**src/rtl/jt900h_pkg.sv**
```systemverilog
// Shared definitions for the jt900h work-RAM arbiter: FSM encoding, port ids
// and the RAM access payload.
package jt900h_pkg;

    localparam int unsigned AW = 24;
    localparam int unsigned DW = 16;
    localparam int unsigned BW = 8;

    localparam logic [1:0] ST_IDLE  = 2'd0;
    localparam logic [1:0] ST_ISSUE = 2'd1;
    localparam logic [1:0] ST_WAIT  = 2'd2;
    localparam logic [1:0] ST_DONE  = 2'd3;

    localparam logic PORT_CPU = 1'b0;
    localparam logic PORT_DMP = 1'b1;

    typedef struct packed {
        logic [AW-1:0] addr;
        logic [DW-1:0] din;
        logic [1:0]    we;
        logic          rd;
    } ram_req_t;

endpackage

```
**src/rtl/jt900h_ramarb_lane.sv**
```systemverilog
// Byte-lane steering for the byte-wide dump port: replicate the write byte,
// pick the lane enable and select the read byte from address bit 0.
module jt900h_ramarb_lane
    import jt900h_pkg::*;
(
    input  logic          i_addr0,
    input  logic [BW-1:0] i_din,
    input  logic [DW-1:0] i_rdata,
    output logic [1:0]    o_we_c,
    output logic [DW-1:0] o_din_c,
    output logic [BW-1:0] o_dout_c
);

    // Little-endian: odd byte addresses live in bits 15:8
    assign o_we_c   = i_addr0 ? 2'b10 : 2'b01;
    assign o_din_c  = {i_din, i_din};
    assign o_dout_c = i_addr0 ? i_rdata[15:8] : i_rdata[7:0];

endmodule

```
**src/rtl/jt900h_ramarb.sv**
```systemverilog
// Two-port work-RAM arbiter: CPU word port and byte-wide dump port share one
// RAM, one access at a time, with starvation protection for the dump port.
module jt900h_ramarb
    import jt900h_pkg::*;
#(
    parameter int unsigned LATENCY    = 1,
    parameter int unsigned STARVE_MAX = 4
) (
    input  logic          clk,
    input  logic          rst,
    input  logic          cen,
    input  logic [AW-1:0] cpu_addr,
    input  logic [DW-1:0] cpu_din,
    input  logic [1:0]    cpu_we,
    input  logic          cpu_rd,
    output logic [DW-1:0] cpu_dout,
    output logic          cpu_rdy,
    input  logic [AW-1:0] dmp_addr,
    input  logic [BW-1:0] dmp_din,
    input  logic          dmp_we,
    input  logic          dmp_rd,
    output logic [BW-1:0] dmp_dout,
    output logic          dmp_rdy,
    output logic [AW-1:0] ram_addr,
    output logic [DW-1:0] ram_din,
    output logic [1:0]    ram_we,
    output logic          ram_rd,
    input  logic [DW-1:0] ram_dout,
    output logic          busy
);

    localparam int unsigned CW = 2;
    localparam int unsigned SW = 4;

    logic [1:0]    r_state;
    logic [1:0]    w_state_nx;
    ram_req_t      r_req;
    ram_req_t      w_req;
    logic          r_port;
    logic          r_wr;
    logic [CW-1:0] r_wcnt;
    logic [SW-1:0] r_starve;
    logic          r_cpu_rdy;
    logic          r_dmp_rdy;
    logic [DW-1:0] r_cpu_dout;
    logic [BW-1:0] r_dmp_dout;
    logic          r_busy;

    logic          w_a_req;
    logic          w_b_req;
    logic          w_grant_a;
    logic          w_grant_b;
    logic          w_capture;
    logic [1:0]    w_dmp_we;
    logic [DW-1:0] w_dmp_din;
    logic [BW-1:0] w_dmp_byte;
    logic          w_unused;

    assign w_unused = cpu_addr[0];

    assign w_a_req   = cpu_rd | (|cpu_we);
    assign w_b_req   = dmp_rd | dmp_we;
    assign w_grant_b = (r_state == ST_IDLE) & w_b_req &
                       (~w_a_req | (r_starve == SW'(STARVE_MAX)));
    assign w_grant_a = (r_state == ST_IDLE) & w_a_req & ~w_grant_b;
    assign w_capture = (w_state_nx == ST_DONE) & ~r_wr;

    jt900h_ramarb_lane u_lane (
        .i_addr0  (dmp_addr[0]),
        .i_din    (dmp_din),
        .i_rdata  (ram_dout),
        .o_we_c   (w_dmp_we),
        .o_din_c  (w_dmp_din),
        .o_dout_c (w_dmp_byte)
    );

    // Access payload of the port being granted; a write overrides rd
    always_comb begin
        w_req = '0;
        if (w_grant_b) begin
            w_req.addr = {dmp_addr[AW-1:1], 1'b0};
            w_req.din  = w_dmp_din;
            w_req.we   = dmp_we ? w_dmp_we : 2'b00;
            w_req.rd   = ~dmp_we;
        end else begin
            w_req.addr = {cpu_addr[AW-1:1], 1'b0};
            w_req.din  = cpu_din;
            w_req.we   = cpu_we;
            w_req.rd   = ~(|cpu_we);
        end
    end

    always_comb begin
        w_state_nx = r_state;
        case (r_state)
            ST_IDLE:  if (w_grant_a | w_grant_b) w_state_nx = ST_ISSUE;
            ST_ISSUE: w_state_nx = (r_wr || LATENCY == 1) ? ST_DONE : ST_WAIT;
            ST_WAIT:  if (r_wcnt == CW'(1)) w_state_nx = ST_DONE;
            default:  w_state_nx = ST_IDLE;
        endcase
    end

    always_ff @(posedge clk) begin
        if (!rst)
            r_state <= ST_IDLE;
        else if (cen)
            r_state <= w_state_nx;
    end

    always_ff @(posedge clk) begin
        if (!rst) begin
            r_req      <= '0;
            r_port     <= PORT_CPU;
            r_wr       <= 1'b0;
            r_wcnt     <= '0;
            r_starve   <= '0;
            r_cpu_rdy  <= 1'b0;
            r_dmp_rdy  <= 1'b0;
            r_cpu_dout <= '0;
            r_dmp_dout <= '0;
            r_busy     <= 1'b0;
        end else if (cen) begin
            r_req.we  <= 2'b00;
            r_req.rd  <= 1'b0;
            r_cpu_rdy <= 1'b0;
            r_dmp_rdy <= 1'b0;
            r_busy    <= (w_state_nx != ST_IDLE);
            if (w_grant_a | w_grant_b) begin
                r_req  <= w_req;
                r_port <= w_grant_b;
                r_wr   <= |w_req.we;
                r_wcnt <= CW'(LATENCY - 1);
                // Count CPU wins only while the dump port is left waiting
                if (w_grant_b || !w_b_req)
                    r_starve <= '0;
                else if (r_starve != SW'(STARVE_MAX))
                    r_starve <= r_starve + SW'(1);
            end
            if (r_state == ST_WAIT)
                r_wcnt <= r_wcnt - CW'(1);
            if (w_capture) begin
                if (r_port == PORT_DMP)
                    r_dmp_dout <= w_dmp_byte;
                else
                    r_cpu_dout <= ram_dout;
            end
            if (w_state_nx == ST_DONE) begin
                r_cpu_rdy <= (r_port == PORT_CPU);
                r_dmp_rdy <= (r_port == PORT_DMP);
            end
        end
    end

    assign ram_addr = r_req.addr;
    assign ram_din  = r_req.din;
    assign ram_we   = r_req.we;
    assign ram_rd   = r_req.rd;
    assign cpu_dout = r_cpu_dout;
    assign cpu_rdy  = r_cpu_rdy;
    assign dmp_dout = r_dmp_dout;
    assign dmp_rdy  = r_dmp_rdy;
    assign busy     = r_busy;

endmodule

```
**config.mk**
```make
export PLATFORM = sky130hd
export DESIGN_NAME = jt900h_ramarb
export DESIGN_NICKNAME = d
export VERILOG_FILES = /design/src/rtl/jt900h_pkg.sv /design/src/rtl/jt900h_ramarb_lane.sv /design/src/rtl/jt900h_ramarb.sv
export SDC_FILE = /design/constraint.sdc
export NUM_CORES = 1
export LEC_CHECK = 0
export ABC_CLOCK_PERIOD_IN_PS = 3100
export CAP_MARGIN = 20
export CORE_MARGIN = 4
export CORE_UTILIZATION = 42
export CTS_CLUSTER_DIAMETER = 150
export DETAILED_ROUTE_END_ITERATION = 16
export PLACE_DENSITY = 0.8
export REMOVE_ABC_BUFFERS = 1
export SLEW_MARGIN = 20
export SYNTH_ARGS = -nofsm -noshare
export SYNTH_HDL_FRONTEND = slang
export SYNTH_HIERARCHICAL = 1
export SYNTH_SLANG_ARGS = --single-unit
```
**constraint.sdc**
```tcl
create_clock -name clk -period 3.1 [get_ports clk]
set_clock_uncertainty 0.15 [all_clocks]
set_input_delay 0.62 -clock clk [delete_from_list [all_inputs] [get_ports clk]]
set_output_delay 0.62 -clock clk [all_outputs]
set_load 0.1 [all_outputs]
```
==> reports/results.ini, run 1 <==
[pwr]
leakage_nw=2.34
p_total_w=0.00315
max-vdd-ir-drop_v=0.000318
power_density_nw_per_um2=576

[sta]
setup_ws_ps=765
max_freq_mhz=428
rsz0062_at_grt=false
slew_violations=0
hold_viol=0
post-route-period-util_pct=75.3
worstMarginPinSlew_ps=534
fin_tns_setup_ps=0
finalSetupViolCount=0
timing.hold.ws_ps=310
fin_crit_ps=2330
max_slew_margin_pct=64.4

[die]
die_height_um=103
rows=34
core_um2=8760
die_w_um=103
die_area_um2=10700
initial_core_util_pct=43.4
top_level_ports=166

[setup_path]
cpMaxStageDelayCell=or3_1
cp-end-kind=flip-flop
rrSetupSlack_ps=970
max_stage_delay_ps=520
cp.arrival_ps=2470
path_cells=clkdlybuf4s50_1 > or3_1 > a211oi_4 > buf_12 > a21oi_1 > a21oi_1
reg2reg_depth=7
crit_family=buffers and inverters
worst_path_most_repeated_cell=a21oi_1
r2r_end=ram_addr[13]
cp_data_required_time_ps=3230
crit_type=input port to flip-flop
crit_path_max_fanout=40
critPathLaunchType=input port
cp_num_buf_inv=2
rr_startpoint=r_state[0]

[cells_and_area]
final_area_um2=5460
final_common_cell=nand2_1
area_growth_pct=43.4
final_layout_size_suffix_gt1_share_pct=19.4
layout_common_cells=nand2_1, clkdlybuf4s50_1, a21oi_1, buf_4, dfxtp_1
antenna_cells=0
fin_nets=702

[cts]
cts_tree=built
post_cts_buffers=0
cts-resized-gates=0
clock-root-buffer=clkbuf_8
cts_htree_levels=3
hold_buffers=0
numCtsBuffers=9
clkLatencyLatePin_ps=350
clock_sinks=79
clkTransAtPathRegs_ps=80
cts_buffer_depth=2

[routing]
post_drt_wl_per_cell_um=15.1
firstDrtPassIters=4
dr.first_iter.drc_count=144
drc_errors=0
postRouteAntennaNets=0
viasPerCell=5.28
wirelength_um=10700
vias=3760

[yosys]
ys_types=45
ys.flop_type=dfxtp_1
synth-seq-cells=79
synth_area_per_cell_um2=8.22
syn_inst=463
async_reset_ff_share_pct=0
synth_area_um2=3810
yosysSeqAreaShare_pct=41.5
synth_edf_count=0
ys_warn_count=6

[place]
io_buffers=163
dpl.hpwl_um=7820
dp_worst_setup_slack_ps=428
globalplace.congestion=0.811
post_dp_cell_area_um2=5260

[global_route]
grt-ovfl-total=0
grt_pass1_wl_um=16600
track_usage_pct=19.7
grt_pass1_vias=3567
antenna_found_initial=0
grt_max_degree=63

[hold_path]
hold_end=dmp_dout[3]
hold_path_depth=2
min_path_type=flip-flop to flip-flop
hp-start=dmp_dout[3]

[outcome]
outcome=finished clean

[run]
cap_violations=0

worst max-delay path by stage:
stage	startpoint	to	cells past startpoint
floorplan	cpu_we[0]	ram_addr[10]	4
global placement	cpu_we[0]	ram_addr[13]	6
detailed placement	cpu_we[0]	ram_addr[11]	6
CTS	cpu_we[0]	ram_addr[11]	6
global route	cpu_we[1]	ram_addr[11]	6
finish	cpu_we[1]	ram_addr[11]	6
synthesized netlist by cell type, types with 2 or more instances:
cell | number | area, µm²
a2111oi_4 | 2 | 55.1
a21o_1 | 2 | 15.0
a21oi_1 | 85 | 425
a31oi_1 | 4 | 25.0
buf_2 | 6 | 30.0
buf_4 | 18 | 135
clkbuf_1 | 24 | 90.1
dfxtp_1 | 79 | 1580
ha_1 | 7 | 87.6
inv_1 | 9 | 33.8
mux2_4 | 8 | 120
mux2i_1 | 26 | 260
nand2_1 | 95 | 357
nand2b_1 | 2 | 12.5
nand3_1 | 9 | 45.0
nand3b_1 | 4 | 30.0
nor2_1 | 8 | 30.0
o211ai_1 | 2 | 15.0
o21ai_0 | 43 | 215
o31ai_1 | 4 | 30.0
or3_1 | 2 | 12.5
flip-flops by register name (all words and copies together), names as in the netlist, 2 cells and up:
| signal | count |
|---|---|
| r_starve | 4 |
| ram_we | 2 |
| r_state | 2 |
| cpu_dout | 16 |
| r_wcnt | 2 |
| dmp_dout | 8 |
| ram_addr | 23 |
| ram_din | 16 |
cell type report:
class | count | area (µm²)
clock buffer | 10 | 138
clock inverter | 6 | 60.1
fill | 768 | 3300
inverter | 9 | 33.8
multi-input combinational | 323 | 1920
sequential | 79 | 1580
tap | 108 | 135
timing repair buffer | 177 | 1600
kinds of logic (layout without fill, tap and decap cells):
kind of cell,count (synthesis),in the layout,share of synthesized area (%)
and+or+nand+nor,129,129,14.5
DFF,79,79,41.5
adders and majority gates,7,7,2.30
other,1,1,0.0985
AOI/OAI and AO/OA,152,152,23.0
muxes,34,34,9.99
buffers and inverters,61,202,8.58
worst register-to-register path: cells and delay by family, from the launching register on:
kind / cells / cell delay, ps
compound gates: 3 / 600
fa+ha+maj: 1 / 380
flops: 1 / 350
buf+inv: 2 / 340
simple gates: 1 / 210
report_power, final:
group | internal [W] | leakage, nW | switching (W)
registers | 0.00110 | 0.648 | 0.0000493
logic | 0.000351 | 1.59 | 0.000880
clock network | 0.000389 | 0.0981 | 0.000373
total | 0.00184 | 2.34 | 0.00130
through the flow:
stage,util (%),instances
after global placement,60.1,696
final,62.3,712
after floorplan,-,411
after global routing,62.3,712
after CTS,62.3,712
after detailed placement,60.1,696
routing by layer:
| layer | vias up | global-route usage [%] | routed length, µm |
|---|---|---|---|
| li1 | 1849 | - | - |
| met1 | 1741 | 23.2 | 4280 |
| met2 | 155 | 33.5 | 5200 |
| met3 | 15 | 6.37 | 1080 |
| met4 | 0 | 7.07 | 184 |
| met5 | - | 0 | 0 |
Power figures use the tool's default switching activity.
==> run 2, diff against run 1 <==
- ABC_CLOCK_PERIOD_IN_PS: 3100 -> 2000
- CORE_UTILIZATION: 42 -> 38
- PLACE_DENSITY: 0.8 -> 0.76
- clock period: 3.1 -> 2 ns (I/O delays scaled with it)
==> run 2 against run 1 <==
Compared with the run above:
- die area up 9.7%
- global-route usage up 1.1 points
- cell area up 22%
- non-clock buffer count up 25
- combinational power up 93%
- clock power up 63%
- sequential share of layout area down 5.2 points
- total power up 74%
- first-iteration DRC count up 56%
- via count up 6.0%
- largest cell class is now buffers
==> reports/results.ini, run 2 (synthesis results as in run 1) <==
[sta]
rsz0062_at_grt=true
worstMarginPinSlew_ps=520
max_freq_mhz=514
finalSetupViolCount=0
slew_violations=0
post-route-period-util_pct=97.4
max_slew_margin_pct=65.3
hold_viol=0
fin_crit_ps=1950
setup_ws_ps=52.8

[cts]
clock-root-buffer=clkbuf_8
cts_buffer_depth=2
clkTransAtPathRegs_ps=90
numCtsBuffers=9
clock_sinks=79
cts_tree=built
clkLatencyLatePin_ps=350
hold_buffers=0
cts_htree_levels=3

[hold_path]
min_path_type=flip-flop to flip-flop

[place]
io_buffers=163
post_dp_cell_area_um2=6330
place_inst=742
dpl.hpwl_um=9030
globalplace.congestion=0.806
dp_worst_setup_slack_ps=-437

[routing]
vias=3984
wirelength_um=12400
post_drt_wl_per_cell_um=16.2
viasPerCell=5.23
drc_errors=0
firstDrtPassIters=7
postRouteAntennaNets=0
dr.first_iter.drc_count=224

[setup_path]
max_stage_delay_ps=430
crit_path_max_fanout=8
cp.arrival_ps=2080
cpMaxStageDelayCell=a2111oi_4
cp_data_required_time_ps=2130
crit_type=flip-flop to flip-flop
critPathLaunchType=flip-flop
cp-end-kind=flip-flop
path_cells=buf_6 > ha_4 > a211o_4 > o31ai_4 > a2111oi_4 > clkbuf_16 > mux2i_1

[outcome]
outcome=finished clean

[global_route]
track_usage_pct=20.8
grt_max_degree=60
grt-ovfl-total=0
antenna_found_initial=0
grt_pass1_vias=3985
grt_pass1_wl_um=19500

[die]
die_w_um=108
initial_core_util_pct=39.0
die_height_um=108
top_level_ports=166
core_um2=9770
die_area_um2=11700
rows=36

[cells_and_area]
largest_reg_flops=23
fillCellCount=755
area_growth_pct=75.6
instances_no_fill=762
fin_nets=727
antenna_cells=0
final_layout_size_suffix_gt1_share_pct=24.2
final_area_um2=6690
layout_common_cells=nand2_1, clkdlybuf4s50_1, a21oi_1, dfxtp_1, buf_12
finish.utilization_pct=68.4
final_common_cell=nand2_1

[run]
cap_violations=0

[pwr]
p_total_w=0.00549
leakage_nw=2.72
max-vdd-ir-drop_v=0.000459
power_density_nw_per_um2=820

==> run 2: layer usage <==
layer  track usage [%]  vias up  wire (µm)
met5                 0        -          0
met1              22.4     1897       4710
li1                  -     1902          -
met4              4.69        0        116
met2              38.5      165       6460
met3              7.82       20       1070
==> run 2: area by class of cell <==
type	instances	area [µm²]	share of cell area (%)
clock buffer	9	124	1.85
sequential	79	1590	23.8
inverter	9	41.3	0.618
timing repair buffer	202	2710	40.5
tap	133	166	2.49
multi-input combinational	323	1980	29.6
clock inverter	7	78.8	1.18
==> run 2: worst paths after layout <==
kind | slack (ps) | to | startpoint | cells after the start
max | 50 | cpu_dout[8] | r_state[0] | 7
min | 350 | cpu_dout[13] | cpu_dout[13] | 2
max reg2reg | 50 | cpu_dout[8] | r_state[0] | 7
min reg2reg | 350 | cpu_dout[13] | cpu_dout[13] | 2
==> run 2: critical path, delay by kind of cell, from the launching register on <==
kind | cells | cell delay [ps]
fa+ha+maj | 1 | 140
compound gates | 3 | 630
flops | 1 | 390
mux | 1 | 200
buf+inv | 2 | 370
==> run 2: where the power goes <==
part           leakage [nW]  switching, W  total, W  internal, W
Combinational          1.97       0.00143   0.00238     0.000951
Sequential            0.649      0.000149   0.00186      0.00171
Clock                0.0929      0.000649   0.00124     0.000590
==> run 2: stage by stage <==
stage | TNS [ps] | hold WS (ps)
after floorplan | -72940 | 295
after global placement | -21510 | 316
after detailed placement | -24160 | 332
after CTS | 0 | 349
after global routing | -36.6 | 370
final | 0 | 345
==> run 2: what timing repair did <==
item,4_1_cts,5_1_grt
buffers inserted,5,1
pin swaps,6,4
resized for setup,21,9
endpoints found under the setup margin,24,23
cloned,1,0
==> edit (config.mk and constraints of run 2) <==
Make the reset (`rst`) asynchronous in 2 clocked blocks.
--- a/src/rtl/jt900h_ramarb.sv
+++ b/src/rtl/jt900h_ramarb.sv
@@ -100,14 +100,14 @@
         endcase
     end
 
-    always_ff @(posedge clk) begin
+    always_ff @(posedge clk or negedge rst) begin
         if (!rst)
             r_state <= ST_IDLE;
         else if (cen)
             r_state <= w_state_nx;
     end
 
-    always_ff @(posedge clk) begin
+    always_ff @(posedge clk or negedge rst) begin
         if (!rst) begin
             r_req      <= '0;
             r_port     <= PORT_CPU;
Check against the original RTL: differs if rst is asserted again (counterexample within 4 cycles, from zero or initial values and one cycle with rst low); with rst held inactive, the same outputs for 4 cycles.
==> edit against run 2 <==
  * The flow now finishes with violations (setup timing)
  * Setup slack worse by 280 ps
  * Sequential cell count is the same
  * Synthesized area is 2.4% higher
  * Final area increased by 9.8%
  * Global-route usage is 0.31 points higher
  * Sequential share of layout area is 3.2 points higher
  * Wire length up 8.1%
  * Critical path type unchanged
  * Critical endpoint is now cpu_dout[4]
  * Highest routed layer unchanged
Power is not shown: default switching activity piles up to over one toggle a cycle in this logic, so the estimate is an artifact.
==> edit: results <==
group,metric,value,unit
global_routing,grt_pass1_vias,3831,
placement,gp_congestion,0.862,
final_layout,final_cells,694,
final_layout,layout.nets,659,
synth,yosysSeqAreaShare,0.507,
clock_network,cts-root-buf,"clkbuf_8",
routing,drtIter0Drc,121,
final_layout,drive_above_1_share,0.385,
critical_path,cp_max_fo,8,
clock_network,ctsHtreeMaxLevel,3,
final_layout,largest_reg_flops,23,
global_routing,gr-usage-all-layers,0.211,
placement,place_area,6580,um2
clock_network,cts_inserted_buffers,9,
placement,post-place-ws,-431,ps
synth,async_flop_share,1.00,
clock_network,cts_buffer_depth,2,
placement,hpwl,8720,um
synth,syn_area_per_cell,11.3,um2
synth,synth_area_leaders,"dfrtp_1, mux2i_1, mux2_2, o21ai_0, nand2_1",
global_routing,grt_pass1_wl,19300,um
placement,io_buffers,163,
status,violations,"setup timing",
global_routing,grt_start_max_net_pins,43,
critical_path,reg2regPathDepth,6,
timing,final-setup-viol-count,24,
synth,synth_top_area_cell,"dfrtp_1",
timing,tns,-4520,ps
timing,finalWorstSetupSlack,-224,ps
routing,drtPass1Iterations,4,
global_routing,antenna_found_initial,0,
placement,place_inst,651,
critical_path,worstPathArrival,2310,ps
clock_network,worstSkewPairLatency,340,ps
synth,synth.distinct_cells,44,
final_layout,diodes,0,
clock_network,cts.clk_slew.worst_paths,90,ps
hold_path,hold_class,"in -> async",
synth,synth_warnings,6,
routing,wl_per_cell,19.2,um
status,status,"complete, but fails checks",
synth,synth_top_cells_by_count,"dfrtp_1, o21ai_0, nand2_1, mux2i_1, mux2_2",
routing,via_count,3504,
-- edit: cell type report --
cell class / count / area [um2]
timing repair buffer: 236 / 3140
fill: 638 / 2520
sequential: 79 / 1980
multi-input combinational: 216 / 1830
tap: 133 / 166
clock buffer: 9 / 124
clock inverter: 7 / 56.3
inverter: 14 / 52.6
-- edit: final timing paths --
| path | from | endpoint | slack (ps) |
|---|---|---|---|
| worst max-delay path | r_state[0] | cpu_dout[4] | -220 |
| worst min-delay path | rst | ram_addr[21] | 340 |
| worst max register to register | r_state[0] | cpu_dout[4] | -220 |
| worst min register to register | ram_addr[8] | ram_addr[8] | 390 |
| max in group asynchronous | rst | ram_din[0] | 840 |
| min in group clk | cpu_we[0] | ram_rd | 370 |
-- edit: what timing repair did --
action | in CTS | in global routing
setup endpoints to repair | 36 | 71
pin swaps | 4 | 11
cloned | 4 | 5
gates resized for setup | 39 | 39
hold endpoints to repair | 19 | 0
hold buffers | 1 | 0
buffers inserted | 11 | 8
-- edit: per-layer routing --
layer	vias up	GRT usage	routed length [um]
met1	1724	0.224	4720
met5	-	0	0
met3	27	0.0764	1080
met4	0	0.0614	335
li1	1608	-	-
met2	145	0.390	7220
-- edit: cells by family (layout without fill, tap and decap cells) --
kind of cell,after synthesis,count (layout),share of synthesized area
AO/OA/AOI/OAI,70,70,0.115
adder cells (fa/ha/maj),7,7,0.0225
buffers and inverters,50,266,0.0742
flip-flops,79,79,0.507
multiplexers,73,73,0.205
other,1,1,0.000962
AND/OR/NAND/NOR,65,65,0.0751
-- edit: worst max-delay path, cell delays in order, from the launching register on --
cell and delay, ps:
dfrtp_1 430, buf_6 150, ha_4 160, or4_4 550, a21oi_4 160, buf_6 170, mux2_2 350
